### config.mk
export PLATFORM = sky130hd
export DESIGN_NAME = intc_vectored
export DESIGN_NICKNAME = d
export VERILOG_FILES = /design/src/rtl/intc_vectored_pkg.sv /design/src/rtl/intc_prio_enc.sv /design/src/rtl/intc_vectored.sv
export SDC_FILE = /design/constraint.sdc
export NUM_CORES = 1
export LEC_CHECK = 0
export ABC_AREA = 1
export CORE_MARGIN = 2
export CORE_UTILIZATION = 52
export CTS_BUF_LIST = sky130_fd_sc_hd__clkbuf_16
export DETAILED_ROUTE_END_ITERATION = 10
export GPL_ROUTABILITY_DRIVEN = 0
export GPL_TIMING_DRIVEN = 0
export PLACE_DENSITY = 0.81
export SYNTH_ARGS = -nofsm -noshare
export SYNTH_HDL_FRONTEND = slang
export SYNTH_SLANG_ARGS = --single-unit
### constraint.sdc
create_clock -name MCLK -period 4.3 [get_ports MCLK]
set_input_delay 0.43 -clock MCLK [delete_from_list [all_inputs] [get_ports MCLK]]
set_output_delay 0.43 -clock MCLK [all_outputs]
set_load 0.02 [all_outputs]
### src/rtl/intc_vectored_pkg.sv
// rtl/intc_vectored_pkg.sv - shared state encodings, cfg_sel codes and default vectors for intc_vectored
package intc_vectored_pkg;

    typedef enum logic [1:0] {
        IDLE = 2'd0,
        PEND = 2'd1,
        ACK  = 2'd2
    } intc_state_t;

    localparam logic [1:0] CFG_IE   = 2'd0;
    localparam logic [1:0] CFG_MODE = 2'd1;
    localparam logic [1:0] CFG_CLR  = 2'd2;
    localparam logic [1:0] CFG_SET  = 2'd3;

    localparam logic [5:0] NMI_VECTOR   = 6'h3E;
    localparam logic [5:0] IRQ_VEC_BASE = 6'h2E;

endpackage

### src/rtl/intc_prio_enc.sv
// rtl/intc_prio_enc.sv - combinational highest-index priority encoder
module intc_prio_enc #(
    parameter int N    = 16,
    parameter int ID_W = 4
) (
    input  logic [N-1:0]    req,
    output logic            valid,
    output logic [ID_W-1:0] id
);

    // Ascending scan so the highest set index is the one left in id
    always_comb begin
        valid = |req;
        id    = '0;
        for (int i = 0; i < N; i++) begin
            if (req[i]) begin
                id = ID_W'(i);
            end
        end
    end

endmodule

### src/rtl/intc_vectored.sv
// rtl/intc_vectored.sv - vectored prioritised interrupt controller; optional input synchronisers via INTC_SYNC_EN
module intc_vectored #(
    parameter int NUM_IRQ  = 16,
    parameter int VEC_BITS = 6,
    parameter logic [VEC_BITS-1:0] IRQ_VEC_BASE = VEC_BITS'(intc_vectored_pkg::IRQ_VEC_BASE),
    parameter logic [VEC_BITS-1:0] NMI_VECTOR   = VEC_BITS'(intc_vectored_pkg::NMI_VECTOR)
) (
    input  logic                MCLK,
    input  logic                reset_n,
    input  logic [NUM_IRQ-1:0]  irq,
    input  logic                nmi_in,
    input  logic                cfg_we,
    input  logic [1:0]          cfg_sel,
    input  logic [NUM_IRQ-1:0]  cfg_wdata,
    input  logic                INTACK,
    output logic                INT,
    output logic                NMI,
    output logic [VEC_BITS-1:0] IntAddrLSBs,
    output logic [NUM_IRQ-1:0]  irq_ack,
    output logic [NUM_IRQ-1:0]  ie_q,
    output logic [NUM_IRQ-1:0]  mode_q,
    output logic [NUM_IRQ-1:0]  ifg_q
);

    import intc_vectored_pkg::*;

    localparam int ID_W = (NUM_IRQ > 1) ? $clog2(NUM_IRQ) : 1;

    logic [NUM_IRQ-1:0]  irq_s;
    logic                nmi_s;

    logic [NUM_IRQ-1:0]  ie_d, mode_d, ifg_d;
    logic [NUM_IRQ-1:0]  irq_prev_q, irq_prev_d;
    logic                nmi_prev_q, nmi_prev_d;
    logic                nmi_pend_q, nmi_pend_d;
    intc_state_t         state_q, state_d;
    logic                int_q, int_d;
    logic                nmi_q, nmi_d;
    logic [VEC_BITS-1:0] vec_q, vec_d;
    logic [NUM_IRQ-1:0]  ack_q, ack_d;
    logic [ID_W-1:0]     id_q, id_d;
    logic                sel_nmi_q, sel_nmi_d;

    logic [NUM_IRQ-1:0]  pending;
    logic                win_valid;
    logic [ID_W-1:0]     win_id;
    logic [NUM_IRQ-1:0]  ack_clr;
    logic                nmi_ack;

`ifdef INTC_SYNC_EN
    logic [NUM_IRQ-1:0] irq_s1_q, irq_s2_q;
    logic               nmi_s1_q, nmi_s2_q;

    // Two-flop synchronisers ahead of edge detection for asynchronous sources
    always_ff @(posedge MCLK or negedge reset_n) begin
        if (!reset_n) begin
            irq_s1_q <= '0;
            irq_s2_q <= '0;
            nmi_s1_q <= 1'b0;
            nmi_s2_q <= 1'b0;
        end else begin
            irq_s1_q <= irq;
            irq_s2_q <= irq_s1_q;
            nmi_s1_q <= nmi_in;
            nmi_s2_q <= nmi_s1_q;
        end
    end

    assign irq_s = irq_s2_q;
    assign nmi_s = nmi_s2_q;
`else
    assign irq_s = irq;
    assign nmi_s = nmi_in;
`endif

    assign pending = ifg_q & ie_q;

    intc_prio_enc #(
        .N    (NUM_IRQ),
        .ID_W (ID_W)
    ) u_prio_enc (
        .req   (pending),
        .valid (win_valid),
        .id    (win_id)
    );

    // Arbitration / acknowledge state machine; every CPU-facing output is a flop
    always_comb begin
        state_d   = state_q;
        int_d     = int_q;
        nmi_d     = nmi_q;
        vec_d     = vec_q;
        id_d      = id_q;
        sel_nmi_d = sel_nmi_q;
        ack_d     = '0;
        ack_clr   = '0;
        nmi_ack   = 1'b0;
        case (state_q)
            IDLE, PEND: begin
                if (state_q == PEND && INTACK) begin
                    int_d   = 1'b0;
                    nmi_d   = 1'b0;
                    state_d = ACK;
                    if (sel_nmi_q) begin
                        nmi_ack = 1'b1;
                    end else begin
                        ack_d   = NUM_IRQ'(1) << id_q;
                        ack_clr = NUM_IRQ'(1) << id_q;
                    end
                end else if (nmi_pend_q) begin
                    nmi_d     = 1'b1;
                    int_d     = 1'b0;
                    sel_nmi_d = 1'b1;
                    vec_d     = NMI_VECTOR;
                    state_d   = PEND;
                end else if (win_valid) begin
                    int_d     = 1'b1;
                    nmi_d     = 1'b0;
                    sel_nmi_d = 1'b0;
                    id_d      = win_id;
                    vec_d     = IRQ_VEC_BASE + VEC_BITS'(win_id);
                    state_d   = PEND;
                end else begin
                    int_d   = 1'b0;
                    nmi_d   = 1'b0;
                    state_d = IDLE;
                end
            end
            ACK: begin
                if (!INTACK) begin
                    state_d = IDLE;
                end
            end
            default: begin
                state_d = IDLE;
                int_d   = 1'b0;
                nmi_d   = 1'b0;
            end
        endcase
    end

    // Flag and configuration update; a set on the same cycle as a clear always survives
    always_comb begin
        logic [NUM_IRQ-1:0] set_v;
        logic [NUM_IRQ-1:0] clr_v;
        logic [NUM_IRQ-1:0] edge_next;

        ie_d       = ie_q;
        mode_d     = mode_q;
        irq_prev_d = irq_s;
        nmi_prev_d = nmi_s;

        set_v = irq_s & ~irq_prev_q;
        clr_v = ack_clr;
        if (cfg_we && cfg_sel == CFG_SET) set_v = set_v | cfg_wdata;
        if (cfg_we && cfg_sel == CFG_CLR) clr_v = clr_v | cfg_wdata;
        if (cfg_we && cfg_sel == CFG_IE)   ie_d   = cfg_wdata;
        if (cfg_we && cfg_sel == CFG_MODE) mode_d = cfg_wdata;

        edge_next = (ifg_q & ~clr_v) | set_v;
        ifg_d     = (mode_q & edge_next) | (~mode_q & irq_s);
        // Edge channels being switched to level lose any stored event
        if (cfg_we && cfg_sel == CFG_MODE) ifg_d = ifg_d & ~(mode_q & ~cfg_wdata);

        nmi_pend_d = (nmi_s & ~nmi_prev_q) | (nmi_pend_q & ~nmi_ack);
    end

    // State and register file
    always_ff @(posedge MCLK or negedge reset_n) begin
        if (!reset_n) begin
            ie_q       <= '0;
            mode_q     <= '0;
            ifg_q      <= '0;
            irq_prev_q <= '0;
            nmi_prev_q <= 1'b0;
            nmi_pend_q <= 1'b0;
            state_q    <= IDLE;
            int_q      <= 1'b0;
            nmi_q      <= 1'b0;
            vec_q      <= '0;
            ack_q      <= '0;
            id_q       <= '0;
            sel_nmi_q  <= 1'b0;
        end else begin
            ie_q       <= ie_d;
            mode_q     <= mode_d;
            ifg_q      <= ifg_d;
            irq_prev_q <= irq_prev_d;
            nmi_prev_q <= nmi_prev_d;
            nmi_pend_q <= nmi_pend_d;
            state_q    <= state_d;
            int_q      <= int_d;
            nmi_q      <= nmi_d;
            vec_q      <= vec_d;
            ack_q      <= ack_d;
            id_q       <= id_d;
            sel_nmi_q  <= sel_nmi_d;
        end
    end

    assign INT         = int_q;
    assign NMI         = nmi_q;
    assign IntAddrLSBs = vec_q;
    assign irq_ack     = ack_q;

endmodule
==> impl_metrics.xml, run 1 <==
<?xml version="1.0" encoding="UTF-8"?>
<metrics>
  <group name="yosys">
    <metric name="synth_seq_area_share" unit="">0.5904</metric>
    <metric name="netlist_area" unit="um^2">4111</metric>
    <metric name="syn_avg_cell_area" unit="um^2">9.539</metric>
    <metric name="syn_inst" unit="">431</metric>
    <metric name="synth_warnings" unit="">0</metric>
    <metric name="synth.distinct_cells" unit="">34</metric>
    <metric name="yosys_register_bits" unit="">97</metric>
    <metric name="mappedNetlistNets" unit="">471</metric>
  </group>
  <group name="setup_path">
    <metric name="worstPathCellList" unit="">nand2_1, nand2_1, a31oi_1, nor2_1, o211ai_1, nand2_1, inv_1, ha_1, xor2_1, o22a_1</metric>
    <metric name="crit_type" unit="">reg2reg</metric>
    <metric name="critPathMaxFanout" unit="">3</metric>
    <metric name="timing.critical_path.required" unit="ns">4.58</metric>
    <metric name="worstSetupStartpointType" unit="">register</metric>
    <metric name="cp_slowest_cell" unit="">dfrtp_1</metric>
    <metric name="slowest_delay" unit="ns">0.42</metric>
    <metric name="timing.critical_path.arrival" unit="ns">2.18</metric>
    <metric name="endpoint_kind" unit="">register</metric>
    <metric name="cpMostUsedCell" unit="">nand2_1</metric>
  </group>
  <group name="place">
    <metric name="post_placement_cell_area" unit="um^2">5365</metric>
    <metric name="hpwlAfterDp" unit="um">7715</metric>
    <metric name="port_buffers" unit="">110</metric>
  </group>
  <group name="clocking">
    <metric name="cts_setup_buffers" unit="">0</metric>
    <metric name="clock_tree.buffer_depth" unit="">2</metric>
    <metric name="clock-root-buffer" unit="">clkbuf_16</metric>
    <metric name="cts_resized" unit="">0</metric>
    <metric name="tritoncts_clock_tree" unit="">yes</metric>
    <metric name="cts_num_sinks" unit="">97</metric>
    <metric name="cts-buffers-inserted" unit="">9</metric>
    <metric name="clock_tree.htree_level_count" unit="">3</metric>
    <metric name="cts.hold.buffers_added" unit="">0</metric>
    <metric name="clkLatencyLatePin" unit="ns">0.34</metric>
    <metric name="clock_transition_time_at_the_flip_flop_clock_pins_of_the_worst_setup_and_hold_paths" unit="ns">0.07</metric>
  </group>
  <group name="flow_run">
    <metric name="maxCapViolCount" unit="">0</metric>
  </group>
  <group name="route">
    <metric name="wirelength_met1" unit="um">4457</metric>
    <metric name="post_drt_via_cell_ratio" unit="">5.476</metric>
    <metric name="dr_wl_met3" unit="um">786</metric>
    <metric name="drt_wl_total" unit="um">10920</metric>
    <metric name="detailedRoute.firstIterationViolations" unit="">273</metric>
    <metric name="top_signal_layer_used" unit="">met4</metric>
    <metric name="first_pass_iters" unit="">5</metric>
    <metric name="remaining_number_of_nets_flagged_by_the_antenna_check_after_routing" unit="">0</metric>
    <metric name="drt-wirelength-per-cell" unit="um">16.55</metric>
    <metric name="dr_wl_met2" unit="um">5430</metric>
    <metric name="detail_route.drc_violations" unit="">0</metric>
    <metric name="vias" unit="">3614</metric>
  </group>
  <group name="global_routing">
    <metric name="globalRouteOverflowTotal" unit="">0</metric>
    <metric name="grt_pass1_vias" unit="">3552</metric>
    <metric name="grt_first_pass_wirelength" unit="um">17450</metric>
    <metric name="largest_net_degree_at_the_start_of_global_routing" unit="">65</metric>
    <metric name="grt_antenna_before_repair" unit="">0</metric>
    <metric name="grt.total_usage" unit="">0.2633</metric>
  </group>
  <group name="hold_path">
    <metric name="hold_class" unit="">in2async</metric>
  </group>
  <group name="sta">
    <metric name="tightest_slew" unit="ns">0.5653</metric>
    <metric name="post-route-min-period" unit="ns">1.902</metric>
    <metric name="setup_violations" unit="">0</metric>
    <metric name="relSlewSlack" unit="">0.6231</metric>
    <metric name="finalHoldViolations" unit="">0</metric>
    <metric name="min_period_over_period" unit="">0.4422</metric>
    <metric name="finalMaxSlewViolations" unit="">0</metric>
    <metric name="clock_skew" unit="ns">0.006833</metric>
    <metric name="grt_setup_unrepaired" unit="">false</metric>
    <metric name="timing.fmax" unit="MHz">525.9</metric>
  </group>
  <group name="cells_and_area">
    <metric name="layout.core_utilization" unit="">0.7397</metric>
    <metric name="post-route-cell-area" unit="um^2">5687</metric>
    <metric name="layout.cells.most_common" unit="">clkdlybuf4s50_1</metric>
    <metric name="fill_cells" unit="">540</metric>
    <metric name="layout-area-overhead-vs-synth" unit="%">38.31</metric>
    <metric name="seqCellArea" unit="um^2">2427</metric>
    <metric name="mostFrequentLayoutCells" unit="">109 x clkdlybuf4s50_1, 97 x dfrtp_1, 72 x nand2_1</metric>
    <metric name="layout-drive-gt1-share" unit="">0.09498</metric>
    <metric name="finish.net_count" unit="">593</metric>
    <metric name="multi_input_logic_area" unit="um^2">1469</metric>
    <metric name="antenna_cells" unit="">0</metric>
  </group>
  <group name="floorplan">
    <metric name="die_w" unit="um">92.92</metric>
    <metric name="ioPinCount" unit="">111</metric>
    <metric name="floorplan.rows" unit="">32</metric>
    <metric name="die_area" unit="um^2">8634</metric>
    <metric name="core_area" unit="um^2">7687</metric>
    <metric name="initial_core_util" unit="">0.5348</metric>
    <metric name="fp.dieH" unit="um">92.92</metric>
  </group>
  <group name="pwr">
    <metric name="power.density_cell_area" unit="nW/um^2">544.2</metric>
    <metric name="vdd.ir_drop.worst" unit="uV">319.6</metric>
    <metric name="power_leakage" unit="uW">0.002541</metric>
  </group>
  <group name="outcome">
    <metric name="result_of_the_run" unit="">finished, final reports clean</metric>
  </group>
</metrics>
## power breakdown
part / leakage [uW] / switching (uW) / internal [uW]
Clock: 0.000153 / 343 / 509
Sequential: 0.00116 / 149 / 1070
Combinational: 0.00123 / 606 / 415
Total: 0.00254 / 1100 / 2000
## path summary, 6_finish.rpt
path / start / to / slack [ns] / cells after the start
worst max-delay path: ifg_q[6]$_DFF_PN0_ / IntAddrLSBs[3]$_DFFE_PN0P_ / 2.40 / 10
worst min-delay path: reset_n / mode_q[14]$_DFFE_PN0P_ / 0.04 / 1
worst max register to register: ifg_q[6]$_DFF_PN0_ / IntAddrLSBs[3]$_DFFE_PN0P_ / 2.40 / 10
worst min register to register: nmi_prev_q$_DFF_PN0_ / nmi_pend_q$_DFF_PN0_ / 0.42 / 1
max in group asynchronous: reset_n / irq_prev_q[2]$_DFF_PN0_ / 3.62 / 2
min in group MCLK: nmi_prev_q$_DFF_PN0_ / nmi_pend_q$_DFF_PN0_ / 0.42 / 1
## layout make-up
type	instances	area share
timing repair buffer	111	0.1980
clock buffer	9	0.03960
buffer	10	0.01276
tap	102	0.02244
multi-input combinational	288	0.2583
inverter	36	0.02508
clock inverter	7	0.01694
sequential	97	0.4268
## critical path, delay by kind of cell (launching register included)
| kind | cells | cell delay (ns) |
|---|---|---|
| simple gates | 4 | 0.43 |
| flops | 1 | 0.42 |
| fa+ha+maj | 1 | 0.17 |
| buf+inv | 1 | 0.09 |
| compound gates | 3 | 0.52 |
| xor+xnor | 1 | 0.21 |
## per-stage QoR
stage	hold WS, ns	setup WS [ns]	cells	total power, uW	TNS, ns
3_5_place_dp	0.4098	2.134	644	2240	0
4_1_cts	0.05064	2.416	660	3092	0
5_1_grt	0.07228	2.293	660	3233	0
3_3_place_gp	0.4113	-0.6249	643	2207	-60.06
6_report	0.03636	2.398	660	3095	0
2_1_floorplan	0.1344	2.638	431	1786	0
## routing by layer
layer / vias to the layer above / GRT usage
met3: 25 / 0.04882
met5: - / 0
li1: 1679 / -
met1: 1766 / 0.3401
met4: 0 / 0.1078
met2: 144 / 0.4390
## sequential cells by signal, summed over array words and instances (netlist names)
| register | flops |
|---|---|
| INT | 1 |
| IntAddrLSBs | 6 |
| NMI | 1 |
| id_q | 4 |
| ie_q | 16 |
| ifg_q | 16 |
| irq_ack | 16 |
| irq_prev_q | 16 |
| mode_q | 16 |
| nmi_pend_q | 1 |
| nmi_prev_q | 1 |
| sel_nmi_q | 1 |
| state_q | 2 |
## synthesized netlist by cell type, drive strengths merged
| master | instances | share of area |
|---|---|---|
| a211oi | 1 | 0.0018 |
| a21boi | 1 | 0.0018 |
| a21oi | 21 | 0.027 |
| a31oi | 1 | 0.0015 |
| a32oi | 16 | 0.034 |
| buf | 6 | 0.013 |
| clkbuf | 4 | 0.0046 |
| dfrtp | 97 | 0.59 |
| ha | 1 | 0.0030 |
| inv | 36 | 0.035 |
| nand2 | 84 | 0.090 |
| nand3 | 26 | 0.033 |
| nor2 | 76 | 0.082 |
| nor3 | 1 | 0.0040 |
| o211ai | 1 | 0.0018 |
| o21ai | 54 | 0.068 |
| o22a | 1 | 0.0021 |
| o22ai | 1 | 0.0015 |
| or2 | 2 | 0.0030 |
| xor2 | 1 | 0.0021 |
## cells by family after synthesis
family	Yosys count	share of synthesized area
simple gates	189	0.2124
xor+xnor	1	0.002131
compound gates	97	0.1397
fa+ha+maj	1	0.003043
buf+inv	46	0.05234
flops	97	0.5904
(Power assumes the default switching activity.)
==> run 2, diff against run 1 <==
Settings changed: CORE_UTILIZATION 52 to 48, PLACE_DENSITY 0.81 to 0.75.
Clock period 4.3 ns to 2 ns, I/O delays scaled along.
==> impl_metrics.xml, run 2 (synthesized netlist as in run 1, its figures left out) <==
<?xml version="1.0" encoding="UTF-8"?>
<metrics>
  <group name="cells_and_area">
    <metric name="layout-drive-gt1-share" unit="">0.09481</metric>
    <metric name="layout.cells.most_common" unit="">clkdlybuf4s50_1</metric>
    <metric name="finish.net_count" unit="">594</metric>
    <metric name="antenna_cells" unit="">0</metric>
    <metric name="fill_cells" unit="">636</metric>
    <metric name="layout-area-overhead-vs-synth" unit="%">38.04</metric>
    <metric name="mostFrequentLayoutCells" unit="">109 x clkdlybuf4s50_1, 97 x dfrtp_1, 72 x nand2_1</metric>
  </group>
  <group name="route">
    <metric name="post_drt_via_cell_ratio" unit="">5.345</metric>
    <metric name="vias" unit="">3549</metric>
    <metric name="drt-wirelength-per-cell" unit="um">16.14</metric>
    <metric name="drt_wl_total" unit="um">10720</metric>
    <metric name="detail_route.drc_violations" unit="">0</metric>
    <metric name="remaining_number_of_nets_flagged_by_the_antenna_check_after_routing" unit="">0</metric>
    <metric name="first_pass_iters" unit="">4</metric>
    <metric name="detailedRoute.firstIterationViolations" unit="">208</metric>
  </group>
  <group name="global_routing">
    <metric name="grt_antenna_before_repair" unit="">0</metric>
    <metric name="grt_pass1_vias" unit="">3445</metric>
    <metric name="grt_first_pass_wirelength" unit="um">16880</metric>
    <metric name="globalRouteOverflowTotal" unit="">0</metric>
    <metric name="largest_net_degree_at_the_start_of_global_routing" unit="">54</metric>
    <metric name="grt.total_usage" unit="">0.2435</metric>
  </group>
  <group name="floorplan">
    <metric name="ioPinCount" unit="">111</metric>
    <metric name="fp.dieH" unit="um">96.55</metric>
    <metric name="die_area" unit="um^2">9322</metric>
    <metric name="initial_core_util" unit="">0.4979</metric>
    <metric name="floorplan.rows" unit="">33</metric>
    <metric name="core_area" unit="um^2">8258</metric>
    <metric name="die_w" unit="um">96.55</metric>
  </group>
  <group name="pwr">
    <metric name="power.density_cell_area" unit="nW/um^2">1145</metric>
    <metric name="switching_power_total" unit="uW">2336</metric>
    <metric name="internal_power" unit="uW">4165</metric>
    <metric name="p_sw_frac" unit="">0.3593</metric>
    <metric name="vdd.ir_drop.worst" unit="uV">576.2</metric>
    <metric name="power_leakage" unit="uW">0.002532</metric>
    <metric name="power_frac_comb" unit="">0.335</metric>
    <metric name="clock_power_share" unit="">0.262</metric>
    <metric name="sequentialPowerShare" unit="">0.403</metric>
    <metric name="total_power" unit="uW">6501</metric>
  </group>
  <group name="clocking">
    <metric name="clock_transition_time_at_the_flip_flop_clock_pins_of_the_worst_setup_and_hold_paths" unit="ns">0.07</metric>
    <metric name="cts_resized" unit="">0</metric>
    <metric name="cts_num_sinks" unit="">97</metric>
    <metric name="clock_tree.htree_level_count" unit="">3</metric>
    <metric name="tritoncts_clock_tree" unit="">yes</metric>
    <metric name="clock-root-buffer" unit="">clkbuf_16</metric>
    <metric name="clock_tree.buffer_depth" unit="">2</metric>
    <metric name="clkLatencyLatePin" unit="ns">0.34</metric>
    <metric name="cts-buffers-inserted" unit="">9</metric>
  </group>
  <group name="setup_path">
    <metric name="worstSetupStartpointType" unit="">register</metric>
    <metric name="critPathMaxFanout" unit="">3</metric>
    <metric name="rr_startpoint" unit="">ifg_q[6]$_DFF_PN0_</metric>
    <metric name="rr_worst_depth" unit="">10</metric>
    <metric name="rr_endpoint" unit="">IntAddrLSBs[3]$_DFFE_PN0P_</metric>
    <metric name="ff2ff_setup_slack" unit="ns">0.17</metric>
    <metric name="timing.critical_path.required" unit="ns">2.28</metric>
    <metric name="endpoint_kind" unit="">register</metric>
    <metric name="timing.critical_path.arrival" unit="ns">2.11</metric>
    <metric name="crit_type" unit="">reg2reg</metric>
  </group>
  <group name="sta">
    <metric name="post-route-min-period" unit="ns">1.826</metric>
    <metric name="clock_skew" unit="ns">0.006414</metric>
    <metric name="setup_violations" unit="">0</metric>
    <metric name="timing.fmax" unit="MHz">547.8</metric>
    <metric name="tns" unit="ns">0</metric>
    <metric name="finalMaxSlewViolations" unit="">0</metric>
    <metric name="post-route-worst-setup-slack" unit="ns">0.1744</metric>
    <metric name="finalHoldViolations" unit="">0</metric>
    <metric name="grt_setup_unrepaired" unit="">false</metric>
    <metric name="relSlewSlack" unit="">0.6089</metric>
    <metric name="min_period_over_period" unit="">0.9128</metric>
    <metric name="tightest_slew" unit="ns">0.5867</metric>
  </group>
  <group name="outcome">
    <metric name="result_of_the_run" unit="">finished, final reports clean</metric>
  </group>
  <group name="hold_path">
    <metric name="min_delay_path_depth" unit="">1</metric>
    <metric name="holdCritStartpoint" unit="">irq[7]</metric>
    <metric name="hold_path_end" unit="">irq_prev_q[7]$_DFF_PN0_</metric>
    <metric name="hold_class" unit="">in2reg</metric>
  </group>
  <group name="place">
    <metric name="dpl_worst_slack" unit="ns">0.09219</metric>
    <metric name="hpwlAfterDp" unit="um">7885</metric>
    <metric name="port_buffers" unit="">110</metric>
  </group>
  <group name="flow_run">
    <metric name="maxCapViolCount" unit="">0</metric>
  </group>
</metrics>
## run 2: cell count changes in the layout (fill, tap and decap cells not counted), sizes merged
cell         change
inv              -1
dlygate4sd3      +1
bufinv           -1
clkinv           +2
## run 2: final cells by class
type	instances	area (um^2)	share of cell area
Clock buffer	9	225.2	0.03968
Multi-Input combinational cell	288	1469	0.2588
Timing Repair Buffer	112	1136	0.2002
Tap cell	105	131.4	0.02315
Clock inverter	7	71.32	0.01257
Inverter	36	142.6	0.02513
Sequential cell	97	2427	0.4277
Buffer	10	72.57	0.01279
## run 2: layer usage
metal  part of all wire  up-vias  global-route usage
met1               0.43     1710              0.3173
met4              0.027        0              0.1268
met2               0.49      123              0.3929
met3              0.052       25             0.04034
li1                   -     1691                   -
met5                  0        -                   0
## run 2: worst max-delay path by stage
stage	start	endpoint	slack, ns
2_1_floorplan	ie_q[2]$_DFFE_PN0P_	IntAddrLSBs[3]$_DFFE_PN0P_	0.34
3_3_place_gp	reset_n	irq_ack[6]$_DFF_PN0_	-2.77
3_5_place_dp	cfg_sel[1]	ifg_q[11]$_DFF_PN0_	0.09
4_1_cts	ifg_q[6]$_DFF_PN0_	IntAddrLSBs[3]$_DFFE_PN0P_	0.15
5_1_grt	ifg_q[6]$_DFF_PN0_	IntAddrLSBs[3]$_DFFE_PN0P_	0.04
6_report	ifg_q[6]$_DFF_PN0_	IntAddrLSBs[3]$_DFFE_PN0P_	0.17
## run 2: stage by stage
| stage | area [um^2] | utilization | std cells | hold WS (ns) |
|---|---|---|---|---|
| after floorplan | 4111 | - | 431 | -0.09559 |
| after global placement | 5344 | 0.6471 | 646 | 0.4057 |
| after detailed placement | 5369 | 0.6502 | 647 | 0.2415 |
| after CTS | 5675 | 0.6873 | 664 | 0.3239 |
| after global routing | 5675 | 0.6873 | 664 | 0.3238 |
| final | 5675 | 0.6873 | 664 | 0.3267 |
## run 2: timing repair
action / CTS / global route
hold endpoints to repair: 44 / 0
hold buffers: 1 / 0
buffers inserted: 0 / 0
endpoints found under the setup margin: 0 / 0
## run 2: power by group through the flow
stage | clock, uW | combinational [uW] | sequential, uW
floorplan | 0 | 934 | 2910
global placement | 0 | 2120 | 2640
detailed placement | 0 | 2180 | 2650
CTS | 1720 | 2190 | 2620
global route | 1810 | 2370 | 2670
finish | 1700 | 2170 | 2620
## run 2: worst max-delay path, cell delays in order, from the launching register on
cell,delay [ns]
dfrtp_1,0.42
nand2_1,0.11
nand2_1,0.09
a31oi_1,0.15
nor2_1,0.06
o211ai_1,0.16
nand2_1,0.16
inv_1,0.09
ha_1,0.15
xor2_1,0.19
o22a_1,0.17
